$ cat config.mk
export PLATFORM = sky130hd
export DESIGN_NAME = alu_exec_stage
export DESIGN_NICKNAME = d
export VERILOG_FILES = /design/src/rtl/alu_exec_stage.sv
export SDC_FILE = /design/constraint.sdc
export NUM_CORES = 1
export LEC_CHECK = 0
export BUFFER_PORTS_ARGS = -buffer_cell sky130_fd_sc_hd__buf_4
export CAP_MARGIN = 0
export CORE_MARGIN = 1.5
export CORE_UTILIZATION = 57
export CTS_CLUSTER_DIAMETER = 150
export CTS_CLUSTER_SIZE = 10
export DETAILED_ROUTE_END_ITERATION = 10
export PLACE_DENSITY = 0.83
export SYNTH_ARGS = -nofsm -noshare
export SYNTH_HDL_FRONTEND = slang
export SYNTH_SLANG_ARGS = --single-unit
$ cat constraint.sdc
create_clock -name clk -period 2.7 [get_ports clk]
set_clock_uncertainty 0.2 [all_clocks]
set_input_delay 0.54 -clock clk [delete_from_list [all_inputs] [get_ports clk]]
set_output_delay 0.54 -clock clk [all_outputs]
set_load 0.02 [all_outputs]
$ cat src/rtl/alu_exec_stage.sv
// Execute stage of the 5-stage pipeline: ALU-control decode, 32-bit ALU with
// zero flag and branch-target adder, registered into the EX/MEM boundary.
module alu_exec_stage #(
  parameter int DATA_W = 32
) (
  input  logic              clk,
  input  logic              rst_n,
  input  logic              en_i,
  input  logic [DATA_W-1:0] pc_plus4_i,
  input  logic [DATA_W-1:0] rs_data_i,
  input  logic [DATA_W-1:0] rt_data_i,
  input  logic [DATA_W-1:0] imm_ext_i,
  input  logic              alu_src_i,
  input  logic [2:0]        alu_op_i,
  output logic [DATA_W-1:0] alu_result_o,
  output logic              zero_o,
  output logic [DATA_W-1:0] branch_target_o,
  output logic [DATA_W-1:0] store_data_o,
  output logic [3:0]        alu_ctl_o
);

  // ALU operation codes
  localparam logic [3:0] CTL_AND = 4'b0000;
  localparam logic [3:0] CTL_OR  = 4'b0001;
  localparam logic [3:0] CTL_ADD = 4'b0010;
  localparam logic [3:0] CTL_XOR = 4'b0011;
  localparam logic [3:0] CTL_SUB = 4'b0110;
  localparam logic [3:0] CTL_SLT = 4'b0111;
  localparam logic [3:0] CTL_NOR = 4'b1100;
  localparam logic [3:0] CTL_INV = 4'b1111;

  // Main-control ALU classes
  localparam logic [2:0] AOP_ADD  = 3'b000;
  localparam logic [2:0] AOP_SUB  = 3'b001;
  localparam logic [2:0] AOP_RTYP = 3'b010;
  localparam logic [2:0] AOP_AND  = 3'b011;
  localparam logic [2:0] AOP_OR   = 3'b100;
  localparam logic [2:0] AOP_SLT  = 3'b101;
  localparam logic [2:0] AOP_XOR  = 3'b110;

  logic [5:0]        funct;
  logic [3:0]        alu_ctl;
  logic [DATA_W-1:0] op_a, op_b;
  logic [DATA_W-1:0] result;
  logic [DATA_W-1:0] br_tgt;

  logic [DATA_W-1:0] alu_result_q, alu_result_d;
  logic              zero_q, zero_d;
  logic [DATA_W-1:0] branch_target_q, branch_target_d;
  logic [DATA_W-1:0] store_data_q, store_data_d;

  assign funct = imm_ext_i[5:0];

  // Decode alu_op (and funct for R-type) into an ALU operation
  always_comb begin
    alu_ctl = CTL_INV;
    case (alu_op_i)
      AOP_ADD:  alu_ctl = CTL_ADD;
      AOP_SUB:  alu_ctl = CTL_SUB;
      AOP_AND:  alu_ctl = CTL_AND;
      AOP_OR:   alu_ctl = CTL_OR;
      AOP_SLT:  alu_ctl = CTL_SLT;
      AOP_XOR:  alu_ctl = CTL_XOR;
      AOP_RTYP: begin
        case (funct)
          6'b100000: alu_ctl = CTL_ADD;
          6'b100010: alu_ctl = CTL_SUB;
          6'b100100: alu_ctl = CTL_AND;
          6'b100101: alu_ctl = CTL_OR;
          6'b100110: alu_ctl = CTL_XOR;
          6'b100111: alu_ctl = CTL_NOR;
          6'b101010: alu_ctl = CTL_SLT;
          default:   alu_ctl = CTL_INV;
        endcase
      end
      default:  alu_ctl = CTL_INV;
    endcase
  end

  assign op_a = rs_data_i;
  assign op_b = alu_src_i ? imm_ext_i : rt_data_i;

  // ALU proper; arithmetic wraps, invalid ops yield 0
  always_comb begin
    result = '0;
    case (alu_ctl)
      CTL_AND: result = op_a & op_b;
      CTL_OR:  result = op_a | op_b;
      CTL_ADD: result = op_a + op_b;
      CTL_XOR: result = op_a ^ op_b;
      CTL_SUB: result = op_a - op_b;
      CTL_SLT: result = {{(DATA_W-1){1'b0}}, ($signed(op_a) < $signed(op_b))};
      CTL_NOR: result = ~(op_a | op_b);
      default: result = '0;
    endcase
  end

  // Branch target is always computed, independent of the ALU class
  assign br_tgt = pc_plus4_i + {imm_ext_i[DATA_W-3:0], 2'b00};

  // Next-state: capture when enabled, otherwise hold (stall)
  always_comb begin
    alu_result_d    = alu_result_q;
    zero_d          = zero_q;
    branch_target_d = branch_target_q;
    store_data_d    = store_data_q;
    if (en_i) begin
      alu_result_d    = result;
      zero_d          = (result == '0);
      branch_target_d = br_tgt;
      store_data_d    = rt_data_i;
    end
  end

  // EX/MEM output register; reset value keeps zero consistent with result 0
  always_ff @(posedge clk or negedge rst_n) begin
    if (!rst_n) begin
      alu_result_q    <= '0;
      zero_q          <= 1'b1;
      branch_target_q <= '0;
      store_data_q    <= '0;
    end else begin
      alu_result_q    <= alu_result_d;
      zero_q          <= zero_d;
      branch_target_q <= branch_target_d;
      store_data_q    <= store_data_d;
    end
  end

  assign alu_result_o    = alu_result_q;
  assign zero_o          = zero_q;
  assign branch_target_o = branch_target_q;
  assign store_data_o    = store_data_q;
  assign alu_ctl_o       = alu_ctl;

endmodule

==> impl_metrics.env, run 1 <==
export IMPL_firstError="[ERROR DPL-0033] detailed placement checks failed during check placement."
export IMPL_port_buffers=235
export IMPL_post_cts_buffers=66
export IMPL_synth_simple_area_share_pct=16.4
export IMPL_muxShareOfSynthArea_pct=9.76
export IMPL_synth_edf_count=0
export IMPL_cts_hold_buf=1
export IMPL_gp_congestion=1.09
export IMPL_root_buffer="clkbuf_16"
export IMPL_io_pins=236
export IMPL_htree_levels=3
export IMPL_async_flop_share_pct=100
export IMPL_syn_avg_cell_area_um2=8.20
export IMPL_synth_top_family_by_area="compound AO/OA/AOI/OAI gates"
export IMPL_yosysTopAreaCell="dfrtp_1"
export IMPL_initial_utilization_pct=58.6
export IMPL_synth_compound_area_share_pct=28.2
export IMPL_cts_made_buffers=9
export IMPL_cts_buffer_depth=2
export IMPL_row_count=50
export IMPL_die_w_um=142
export IMPL_cts_resized_gates=297
export IMPL_yosysTopAreaCellShare_pct=21.7
export IMPL_synthTopCellsByArea="dfrtp_1, ha_1, mux2_2, a21oi_1, nor2_1"
export IMPL_ys_warn_count=0
export IMPL_ys_types=88
export IMPL_lastStage="clock tree synthesis (4_1_cts)"
export IMPL_status="did not finish"
export IMPL_dp_slack_ps=-2000
export IMPL_ys_ff_latch=97
export IMPL_synth_sequential_area_ratio_pct=21.9
export IMPL_synth_xor_xnor_area_share_pct=2.69
export IMPL_syn_area_um2=11100
export IMPL_synth_flop_cell="dfrtp_1"
export IMPL_dp_cells=2216
export IMPL_hpwlAfterDp_um=43600
export IMPL_synth_fa_ha_area_share_pct=14.7
export IMPL_synth_fp_nets=1612
export IMPL_synthCells=1349
export IMPL_cts_num_sinks=97
export IMPL_die_h_um=142
metrics by stage:
step | utilization (%) | instance area (um2)
after floorplan | - | 11600
after global placement | 88.7 | 16800
after detailed placement | 88.7 | 16800
synth_stat cells, types with 36 or more instances:
| master | number |
|---|---|
| mux2i_1 | 37 |
| o21ai_0 | 59 |
| dfrtp_1 | 96 |
| a21oi_1 | 119 |
| nand2_1 | 64 |
| mux2_2 | 62 |
| clkbuf_1 | 52 |
| nor2_1 | 113 |
| inv_1 | 106 |
| ha_1 | 125 |
| nor3_1 | 36 |
| a21o_1 | 42 |
cells by family after synthesis:
logic type	Yosys count
compound gates	451
simple gates	361
buf+inv	178
fa+ha+maj	128
mux	100
flops	97
xor+xnor	34
==> run 2: changes to the inputs <==
--- a/config.mk
+++ b/config.mk
@@ -8,11 +8,9 @@
 export BUFFER_PORTS_ARGS = -buffer_cell sky130_fd_sc_hd__buf_4
 export CAP_MARGIN = 0
 export CORE_MARGIN = 1.5
-export CORE_UTILIZATION = 57
-export CTS_CLUSTER_DIAMETER = 150
-export CTS_CLUSTER_SIZE = 10
+export CORE_UTILIZATION = 40
 export DETAILED_ROUTE_END_ITERATION = 10
-export PLACE_DENSITY = 0.83
+export PLACE_DENSITY_LB_ADDON = 0.15
 export SYNTH_ARGS = -nofsm -noshare
 export SYNTH_HDL_FRONTEND = slang
 export SYNTH_SLANG_ARGS = --single-unit
==> impl_metrics.env, run 2 <==
export IMPL_setup_worst_path_start_class="primary input"
export IMPL_status="complete, but fails checks"
export IMPL_arrival_ps=4370
export IMPL_dp_slack_ps=-2180
export IMPL_die_h_um=169
export IMPL_cts_num_sinks=97
export IMPL_firstDrtPassIters=7
export IMPL_drive_gt1_share_pct=53.1
export IMPL_cp_end_kind="register"
export IMPL_ys_warn_count=0
export IMPL_drt_iter0_markers=1310
export IMPL_finalWorstSetupSlack_ps=-1580
export IMPL_cts_buffer_depth=2
export IMPL_ant_nets=0
export IMPL_core_area_um2=27000
export IMPL_finalWirelength_um=52000
export IMPL_synthTopCellsByArea="dfrtp_1, ha_1, mux2_2, a21oi_1, nor2_1"
export IMPL_hp_class="in2async"
export IMPL_maxCapViolations=0
export IMPL_hold_ws_ps=-18.1
export IMPL_synth_most_common_cell="ha_1"
export IMPL_areaGrowthSynthToFinish_pct=73.6
export IMPL_period_minus_slack_ps=4280
export IMPL_yosysTopAreaCell="dfrtp_1"
export IMPL_required_ps=2790
export IMPL_via_count=13905
export IMPL_layout_cells_non_filler=2392
export IMPL_power_density_nw_per_um2=429
export IMPL_grt_pass1_wl_um=79000
export IMPL_htree_levels=3
export IMPL_max_freq_mhz=234
export IMPL_rsz0062_at_grt="yes"
export IMPL_post_drt_wl_per_cell_um=21.7
export IMPL_final_common_cell="buf_4"
export IMPL_clk_latency_ps=340
export IMPL_ys_types=88
export IMPL_yosysTopAreaCellShare_pct=21.7
export IMPL_slew_viol_final=0
export IMPL_syn_area_um2=11100
export IMPL_reg2regPathDepth=2
export IMPL_placed_cell_area_um2=17000
export IMPL_final_area_um2=19200
export IMPL_synthCells=1349
export IMPL_synth_sequential_area_ratio_pct=21.9
export IMPL_drc=0
export IMPL_cts_made_buffers=9
export IMPL_setup_tns_ps=-33700
export IMPL_cp_max_fo=5
export IMPL_root_buffer="clkbuf_16"
export IMPL_grt_max_degree=42
export IMPL_synthTopCellsByCount="ha_1, a21oi_1, nor2_1"
export IMPL_reg2reg_setup_slack_ps=1630
export IMPL_hpwlAfterDp_um=40700
export IMPL_setup_worst_path_start="alu_src_i"
export IMPL_clkTransAtPathRegs_ps=80
export IMPL_synth_fp_nets=1612
export IMPL_rr_endpoint="alu_result_o[11]"
export IMPL_fin_crit_sh_pct=158
export IMPL_nFillCells=2130
export IMPL_viasPerCell=5.81
export IMPL_overflow=0
export IMPL_p_leak_nw=9.20
export IMPL_violations="hold timing, setup timing"
export IMPL_ir_drop_mv=0.416
export IMPL_timing_rr_start="alu_result_o[11]"
export IMPL_gp_congestion=1.02
export IMPL_syn_avg_cell_area_um2=8.20
export IMPL_die_w_um=169
export IMPL_hold_viol_final=8
export IMPL_antenna_found_initial=2
export IMPL_timing_worst_setup_path_type="in2reg"
export IMPL_endpoint="zero_o"
export IMPL_synth_flop_cell="dfrtp_1"
export IMPL_synth_edf_count=0
export IMPL_port_buffers=235
export IMPL_setup_viol=52
export IMPL_async_flop_share_pct=100
export IMPL_worst_pin_slew_ps=877
export IMPL_final_cell_mix="buf_4, nor2_1, ha_1"
export IMPL_dieArea_um2=28700
export IMPL_initial_utilization_pct=41.0
export IMPL_slew_limit_headroom_pct=41.4
export IMPL_dp_cells=2325
export IMPL_tritoncts="built"
export IMPL_io_pins=236
export IMPL_nets=2307
export IMPL_grt_pass1_vias=14025
export IMPL_row_count=60
export IMPL_grt_use_total_pct=35.7
export IMPL_ys_ff_latch=97
-- run 2: cell counts after synthesis --
Identical to the previous run, type by type.
-- run 2: cell families after synthesis --
group | count (synthesis) | share of synthesized area [%]
muxes | 100 | 9.76
adders and majority gates | 128 | 14.7
xor gates and xnor gates | 34 | 2.69
DFF | 97 | 21.9
AOI/OAI and AO/OA | 451 | 28.2
buffers and inverters | 178 | 6.29
and+or+nand+nor | 361 | 16.4
-- run 2: how the worst min path moves through the flow --
stage / start / to / slack (ps) / cells past startpoint
finish: rst_n / branch_target_o[4] / -20 / 1
global route: rst_n / branch_target_o[5] / 20 / 1
floorplan: rst_n / alu_result_o[0] / 40 / 0
CTS: rst_n / branch_target_o[5] / 8 / 1
global placement: alu_result_o[23] / alu_result_o[23] / 270 / 1
detailed placement: alu_result_o[23] / alu_result_o[23] / 280 / 1
-- run 2: per-stage QoR --
step / total power [mW] / utilization [%]
after detailed placement: 6.22 / 63.0
after global placement: 6.17 / 63.0
after floorplan: 4.01 / -
after global routing: 8.64 / 71.1
final: 8.24 / 71.1
after CTS: 7.94 / 69.2
-- run 2: routing by layer --
| metal | share of wire, % | up-vias | global-route usage [%] |
|---|---|---|---|
| met2 | 45 | 653 | 56.3 |
| met1 | 43 | 6754 | 47.7 |
| met3 | 8.1 | 121 | 6.74 |
| met4 | 4.4 | 0 | 15.3 |
| met5 | 0 | - | 0 |
| li1 | - | 6377 | - |
-- run 2: layout make-up --
cell class / instances / area (um2) / share of cell area [%]
multi-input cells: 1074 / 9650 / 50.3
inverters: 108 / 408 / 2.12
clock buffers: 9 / 225 / 1.17
clock inverters: 7 / 51.3 / 0.267
repair buffers: 754 / 6010 / 31.3
diodes: 2 / 5.00 / 0.0261
flip-flops and latches: 97 / 2430 / 12.6
well taps: 341 / 427 / 2.22
-- run 2: power breakdown --
part	switching (mW)	leakage (nW)	internal [mW]
Combinational	2.60	7.94	2.54
Clock	0.606	0.133	0.633
Sequential	0.163	1.13	1.70
-- run 2: repair_timing --
item,4_1_cts,5_1_grt
hold buffers,0,0
resized for setup,220,90
buffers inserted,53,17
setup endpoints to repair,53,59
gates cloned,1,0
pin swaps,119,89
-- run 2: worst max-delay path, stage by stage --
cell and delay, ps:
buf_16 130, buf_6 110, mux2i_4 240, buf_6 140, ha_4 200, or2_4 250, a2111oi_4 360, buf_6 190
o2111ai_4 130, o211ai_1 230, buf_4 200, o21ai_2 40, nor3b_2 150, a221o_1 330, a21oi_2 220, and4bb_1 230
nand4_1 150, nor4_2 310, a32o_1 210
Note: power is estimated with default switching activity, not from simulation.
